==> config.mk <==
export PLATFORM = sky130hd
export DESIGN_NAME = param_sync_ram_clr
export DESIGN_NICKNAME = d
export VERILOG_FILES = /design/src/rtl/param_sync_ram_clr.sv
export SDC_FILE = /design/constraint.sdc
export NUM_CORES = 1
export LEC_CHECK = 0
export CAP_MARGIN = 20
export CORE_ASPECT_RATIO = 1.25
export CORE_MARGIN = 2
export CORE_UTILIZATION = 30
export DETAILED_ROUTE_END_ITERATION = 16
export DONT_BUFFER_PORTS = 1
export PLACE_DENSITY_LB_ADDON = 0.05
export SLEW_MARGIN = 20
export SYNTH_ARGS = -nofsm -noshare
export SYNTH_HDL_FRONTEND = slang
export SYNTH_SLANG_ARGS = --single-unit
==> constraint.sdc <==
create_clock -name clk -period 1.6 [get_ports clk]
set_clock_uncertainty 0.15 [all_clocks]
set_input_delay 0.24 -clock clk [delete_from_list [all_inputs] [get_ports clk]]
set_output_delay 0.24 -clock clk [all_outputs]
set_load 0.05 [all_outputs]
==> src/rtl/param_sync_ram_clr.sv <==
// Single-port synchronous RAM with a registered read (latency 1 or 2), an address range check,
// and a clear sequencer that writes CLEAR_VAL to every word after reset and on request.
module param_sync_ram_clr #(
    parameter int                WIDTH     = 8,
    parameter int                DEPTH     = 8,
    parameter int                ADDR_W    = 3,
    parameter int                RD_LAT    = 1,
    parameter logic [WIDTH-1:0]  CLEAR_VAL = '0
) (
    input  logic              clk,
    input  logic              rst,
    input  logic              wen,
    input  logic              ren,
    input  logic [ADDR_W-1:0] addr,
    input  logic [WIDTH-1:0]  w_data,
    input  logic              clr,
    output logic              ready,
    output logic [WIDTH-1:0]  r_data,
    output logic              r_valid,
    output logic              addr_err
);

    typedef enum logic {
        ST_CLEAR = 1'b0,
        ST_IDLE  = 1'b1
    } state_t;

    localparam logic [ADDR_W:0]   DEPTH_EXT = (ADDR_W+1)'(DEPTH);
    localparam logic [ADDR_W-1:0] LAST_PTR  = ADDR_W'(DEPTH-1);

    state_t            state_q, state_d;
    logic [ADDR_W-1:0] clr_ptr_q, clr_ptr_d;

    logic [WIDTH-1:0]  mem [DEPTH];
    logic              mem_we;
    logic [ADDR_W-1:0] mem_waddr;
    logic [WIDTH-1:0]  mem_wdata;

    logic              in_range;
    logic              req_ok;
    logic              rd_acc;
    logic              addr_err_d;
    logic              addr_err_q;

    logic [WIDTH-1:0]  rd_q;
    logic              rd_oob_q;
    logic              rd_v_q;
    logic [WIDTH-1:0]  rd_s1_data;

    assign in_range = ({1'b0, addr} < DEPTH_EXT);

    // Sequencer and the single write port: the sweep and user writes never overlap.
    always_comb begin
        state_d   = state_q;
        clr_ptr_d = clr_ptr_q;
        ready     = 1'b0;
        req_ok    = 1'b0;
        mem_we    = 1'b0;
        mem_waddr = clr_ptr_q;
        mem_wdata = CLEAR_VAL;
        case (state_q)
            ST_CLEAR: begin
                mem_we = ~rst;
                if (clr_ptr_q == LAST_PTR) begin
                    state_d   = ST_IDLE;
                    clr_ptr_d = '0;
                end else begin
                    clr_ptr_d = clr_ptr_q + 1'b1;
                end
            end
            ST_IDLE: begin
                ready = 1'b1;
                if (clr) begin
                    state_d   = ST_CLEAR;
                    clr_ptr_d = '0;
                end else begin
                    req_ok = ~rst;
                    if (wen && in_range && !rst) begin
                        mem_we    = 1'b1;
                        mem_waddr = addr;
                        mem_wdata = w_data;
                    end
                end
            end
            default: begin
                state_d   = ST_CLEAR;
                clr_ptr_d = '0;
            end
        endcase
    end

    assign rd_acc     = req_ok & ren;
    assign addr_err_d = req_ok & (wen | ren) & ~in_range;

    always_ff @(posedge clk) begin
        if (rst) begin
            state_q    <= ST_CLEAR;
            clr_ptr_q  <= '0;
            addr_err_q <= 1'b0;
        end else begin
            state_q    <= state_d;
            clr_ptr_q  <= clr_ptr_d;
            addr_err_q <= addr_err_d;
        end
    end

    always_ff @(posedge clk) begin
        if (mem_we) begin
            mem[mem_waddr] <= mem_wdata;
        end
    end

    // Read-first: the capture sees the word as it was before a same-edge write.
    always_ff @(posedge clk) begin
        if (rst) begin
            rd_q     <= '0;
            rd_oob_q <= 1'b0;
            rd_v_q   <= 1'b0;
        end else begin
            rd_v_q <= rd_acc;
            if (rd_acc) begin
                rd_q     <= mem[addr];
                rd_oob_q <= ~in_range;
            end
        end
    end

    assign rd_s1_data = rd_oob_q ? '0 : rd_q;
    assign addr_err   = addr_err_q;

    generate
        if (RD_LAT == 2) begin : g_lat2
            logic [WIDTH-1:0] r_data_q;
            logic             r_valid_q;

            always_ff @(posedge clk) begin
                if (rst) begin
                    r_data_q  <= '0;
                    r_valid_q <= 1'b0;
                end else begin
                    r_valid_q <= rd_v_q;
                    if (rd_v_q) begin
                        r_data_q <= rd_s1_data;
                    end
                end
            end

            assign r_data  = r_data_q;
            assign r_valid = r_valid_q;
        end else begin : g_lat1
            assign r_data  = rd_s1_data;
            assign r_valid = rd_v_q;
        end
    endgenerate

endmodule

### Word level (Yosys, flattened, before mapping)

Memory sizes are Yosys's and may differ from the RTL's. A register that Yosys moved wholly into a read port is not among the register bits.
Index checks and enable logic that the tools add are counted.

| cells by class | value |
|---|---|
| add/sub/neg operators | 1 |
| eq/ne operators | 2 |
| mux-type cells | 20 |
| bitwise gates (word level) | 3 |
| reductions and logical operators | 2 |

Operators by type and width:

| operator | count |
|---|---|
| 8-bit 2-to-1 mux | 3 |
| 3-bit 2-to-1 mux | 5 |
| 1-bit 2-to-1 mux | 9 |
| 3-bit one-hot mux with 2 select lines | 1 |
| 1-bit one-hot mux with 2 select lines | 2 |
| 3-bit by 1-bit adder with 3-bit output, second input constant | 1 |
| 3-bit == test, second input constant | 1 |
| 2-bit != test, second input constant | 1 |
| 1-bit inverter | 2 |
| 1-bit bitwise AND | 1 |
| 1-bit logical AND | 1 |
| 1-bit logical NOT | 1 |

| word-level totals | value |
|---|---|
| register bits after elaboration | 5 |
| bits in writable memories | 64 |
| input bits | 16 |
| logic and storage cells | 32 |
| memories kept | 1 |

Memory list:

| memory | depth | bits a word | rd ports | clocked after memory_dff | write ports | RTL line | RTL |
|---|---|---|---|---|---|---|---|
| mem | 8 | 8 | 1 | 1 | 1 | 34 | `logic [WIDTH-1:0] mem [DEPTH];` |

### Depth between registers and ports, before layout

| logic depth | value |
|---|---|
| depth after elaboration | 7 |
| gate-level depth with buffers | 5 |

### Least setup slack after synthesis

Ideal clock, no wire load.

| timing | value |
|---|---|
| kind | reg-to-reg |
| start point | register state_q |
| end point | memory mem[0][0], enable pin |
| library setup time | 0.370 ns |
| arrival time | 1.687 ns |
| path slack | -0.607 ns |
| stages on the path, launching flop included | 5 |
| path buffers | 1 |
| period minus slack after synthesis | 2.207 ns |
| cell sequence | dfxtp_1 -> buf_2 -> nor4bb_1 -> o21bai_1 -> nor2_1 |

| on the way | value |
|---|---|
| word-level cells in the longest chain between the ends | 4 |

Ends and longest elaborated chain:

| element | RTL line | RTL |
|---|---|---|
| start: declaration | 31 | `state_t state_q, state_d;` |
| start signal: assignment | 101 | `state_q <= state_d;` |
| 1-bit inverter | -- |  |
| 1-bit one-hot mux with 2 select lines | 61 | `case (state_q)` |
| 1-bit 2-to-1 mux | 108 | `if (mem_we) begin` |
| 1-bit 2-to-1 mux (not written as such) | 109 | `mem[mem_waddr] <= mem_wdata;` |
| end: declaration | 34 |  |

Parallel ways exist; a longest one is shown, timed or not.

### Worst setup path after layout

| timing | value |
|---|---|
| start point | register state_q |
| end point | memory mem[6][7], enable pin |

The elaborated chain is that of the path after synthesis.

==> results.json <==
{
  "htree_num_levels": 3,
  "diodes": 0,
  "drive_above_1_share_pct": 34.29,
  "ir_drop_mv": 0.4772,
  "area_growth_pct": 31.25,
  "core_um2": 10160,
  "first_pass_iters": 4,
  "grt_use_total_pct": 15.18,
  "power.density_nw_per_um2": 1130,
  "setup_viol": 64,
  "max_slew.worst_pin.slew_ns": 0.5313,
  "ys_ff_latch": 77,
  "intPower_w": 0.003713,
  "fin_ws_ns": -0.08638,
  "regToRegEndpoint": "mem[6][7]$_DFFE_PP_",
  "regArea_um2": 2186,
  "nFillCells": 945,
  "crit_start": "state_q$_SDFF_PP0_",
  "synth_edf_count": 64,
  "crit_arrival_ns": 1.64,
  "netlist_area_um2": 3147,
  "ys.flop_type": "edfxtp_1",
  "hp-class": "in2reg",
  "clkLatencyLatePin_ns": 0.34,
  "endpoint": "mem[6][7]$_DFFE_PP_",
  "cts_made_buffers": 9,
  "yosysTopAreaCellShare_pct": 61.07,
  "clkPwrFrac_pct": 45.9,
  "post_drt_wl_per_cell_um": 21.25,
  "final_nets": 258,
  "syn_nets": 216,
  "violations": "negative setup slack",
  "antenna_left": 0,
  "crit_type": "reg2reg",
  "crit_fanout": 7,
  "ys_seq_area_share_pct": 69.34,
  "start_util_pct": 30.98,
  "pre_cts_ws_ns": -0.1341,
  "layout_commonest_cell": "edfxtp_1",
  "crit_required_ns": 1.55,
  "dp_hpwl_um": 5614,
  "ys_types": 29,
  "p_leak_nw": 1.502,
  "vias": 1831,
  "cts.reportedPaths.clkPinSlew_ns": 0.06,
  "route.detailed.drc": 0,
  "synth.avg_cell_area_um2": 15.89,
  "cts_sinks": 77,
  "grt_pass1_vias": 2009,
  "rsz0062_at_grt": "true",
  "final_cell_mix": "edfxtp_1, mux2i_1, buf_6",
  "synth_cells": 198,
  "yosys_warnings": 0,
  "start_kind": "flip-flop",
  "holdWs_ns": 0.09296,
  "power_switching_w": 0.0009535,
  "max_cap_violations": 0,
  "multi_input_area_um2": 1022,
  "finalWeightedCongestion": 0.7267,
  "rr_startpoint": "state_q$_SDFF_PP0_",
  "r2r_slack_ns": -0.09,
  "final_area_um2": 4130,
  "power_frac_seq_pct": 47.4,
  "ioPinCount": 27,
  "fmax_ghz": 0.5930,
  "rows": 41,
  "async_flop_share_pct": 0,
  "switching_share_pct": 20.43,
  "dp_cells": 353,
  "maxSlewViolCount": 0,
  "min_period_ns": 1.686,
  "max_slew_margin_pct": 64.53,
  "fin_crit_sh_pct": 105.4,
  "grt_max_degree": 35,
  "outcome": "finished with violations",
  "dieArea_um2": 11330,
  "routed_via_density": 4.896,
  "p_comb_share_pct": 6.7,
  "placed_area_um2": 3636,
  "wl_um": 7947,
  "worstSetupEndpointType": "flip-flop",
  "cts-root-buf": "clkbuf_16",
  "die_y_um": 118.5,
  "clk_path_buf_depth": 2,
  "antenna_found_initial": 0,
  "grt_overflow": 0,
  "worst-r2r-cell-count": 4,
  "finalHoldViolations": 0,
  "yosysTopAreaCell": "edfxtp_1",
  "stdcell_count": 374,
  "drtIter0Drc": 97,
  "portBuffers": 0,
  "grt_pass1_wl_um": 12080,
  "synthTopCellsByArea": "edfxtp_1, mux2i_1, dfxtp_1, a22oi_1, a32o_1",
  "chipWidth_um": 95.61,
  "cts_tree": "done"
}
-- stage by stage --
stage | power (W) | util, % | setup TNS, ns
after detailed placement | 0.002534 | 35.80 | -6.563
after floorplan | 0.002457 | - | -1.773
after CTS | 0.004716 | 40.47 | -4.534
final | 0.004666 | 40.66 | -3.938
after global routing | 0.004809 | 40.66 | -6.587
after global placement | 0.002529 | 35.80 | -6.407
-- cells by family (layout without fill, tap and decap cells) --
family | Yosys count | count (layout) | share of synthesized area [%]
mux | 36 | 36 | 11.45
simple gates | 38 | 38 | 7.157
compound gates | 31 | 31 | 7.754
buf+inv | 13 | 60 | 3.379
other cells | 1 | 1 | 0.1192
flops | 77 | 77 | 69.34
fa+ha+maj | 2 | 2 | 0.7951
-- power by group through the flow --
stage	Clock, W	Combinational, W	Sequential, W
floorplan	0	0.000208	0.00225
global placement	0	0.000275	0.00225
detailed placement	0	0.000279	0.00225
CTS	0.00219	0.000315	0.00221
global route	0.00226	0.000336	0.00222
finish	0.00214	0.000312	0.00221
-- worst min-delay path by stage --
stage	from	endpoint	cells after the start
global placement	rst	state_q$_SDFF_PP0_	1
finish	w_data[7]	mem[3][7]$_DFFE_PP_	1
detailed placement	rst	state_q$_SDFF_PP0_	1
CTS	w_data[7]	mem[3][7]$_DFFE_PP_	1
global route	w_data[1]	mem[2][1]$_DFFE_PP_	1
floorplan	rst	state_q$_SDFF_PP0_	2
-- state kept, by name, indices dropped and copies added (netlist names) --
signal,count
mem,64
rd_q,8
clr_ptr_q,3
r_valid,1
state_q,1
-- routing by layer --
layer	wire length (µm)	track usage, %
met4	119	5.625
met3	283	3.633
met2	4156	25.35
met1	3388	18.76
met5	0	0
-- layout make-up --
| class | count | share of cell area (%) |
|---|---|---|
| Sequential cell | 77 | 52.92 |
| Multi-Input combinational cell | 108 | 24.75 |
| Timing Repair Buffer | 42 | 10.57 |
| Clock buffer | 10 | 5.544 |
| Tap cell | 129 | 3.908 |
| Clock inverter | 6 | 2.121 |
| Inverter | 2 | 0.1818 |
-- critical path, stage by stage, from the launching register on --
cell      delay [ns]
dfxtp_4         0.35
and4bb_4        0.38
mux2i_4         0.33
nor2_4          0.10
buf_6           0.14
-- cell usage after synthesis, drive strengths merged, types with 2 or more instances --
| master | instances |
|---|---|
| a32o | 8 |
| dfxtp | 13 |
| ha | 2 |
| a22oi | 16 |
| edfxtp | 64 |
| a21oi | 5 |
| nand2 | 2 |
| nand3b | 2 |
| nor2b | 5 |
| buf | 11 |
| and2 | 10 |
| mux2i | 36 |
| nor2 | 13 |
-- what timing repair did --
item	in CTS	in global routing
pin swaps	10	3
buffers inserted	2	1
endpoints found under the hold margin	4	0
resized for setup	30	4
setup endpoints to repair	88	80
hold buffers	2	0
(Power assumes the default switching activity.)
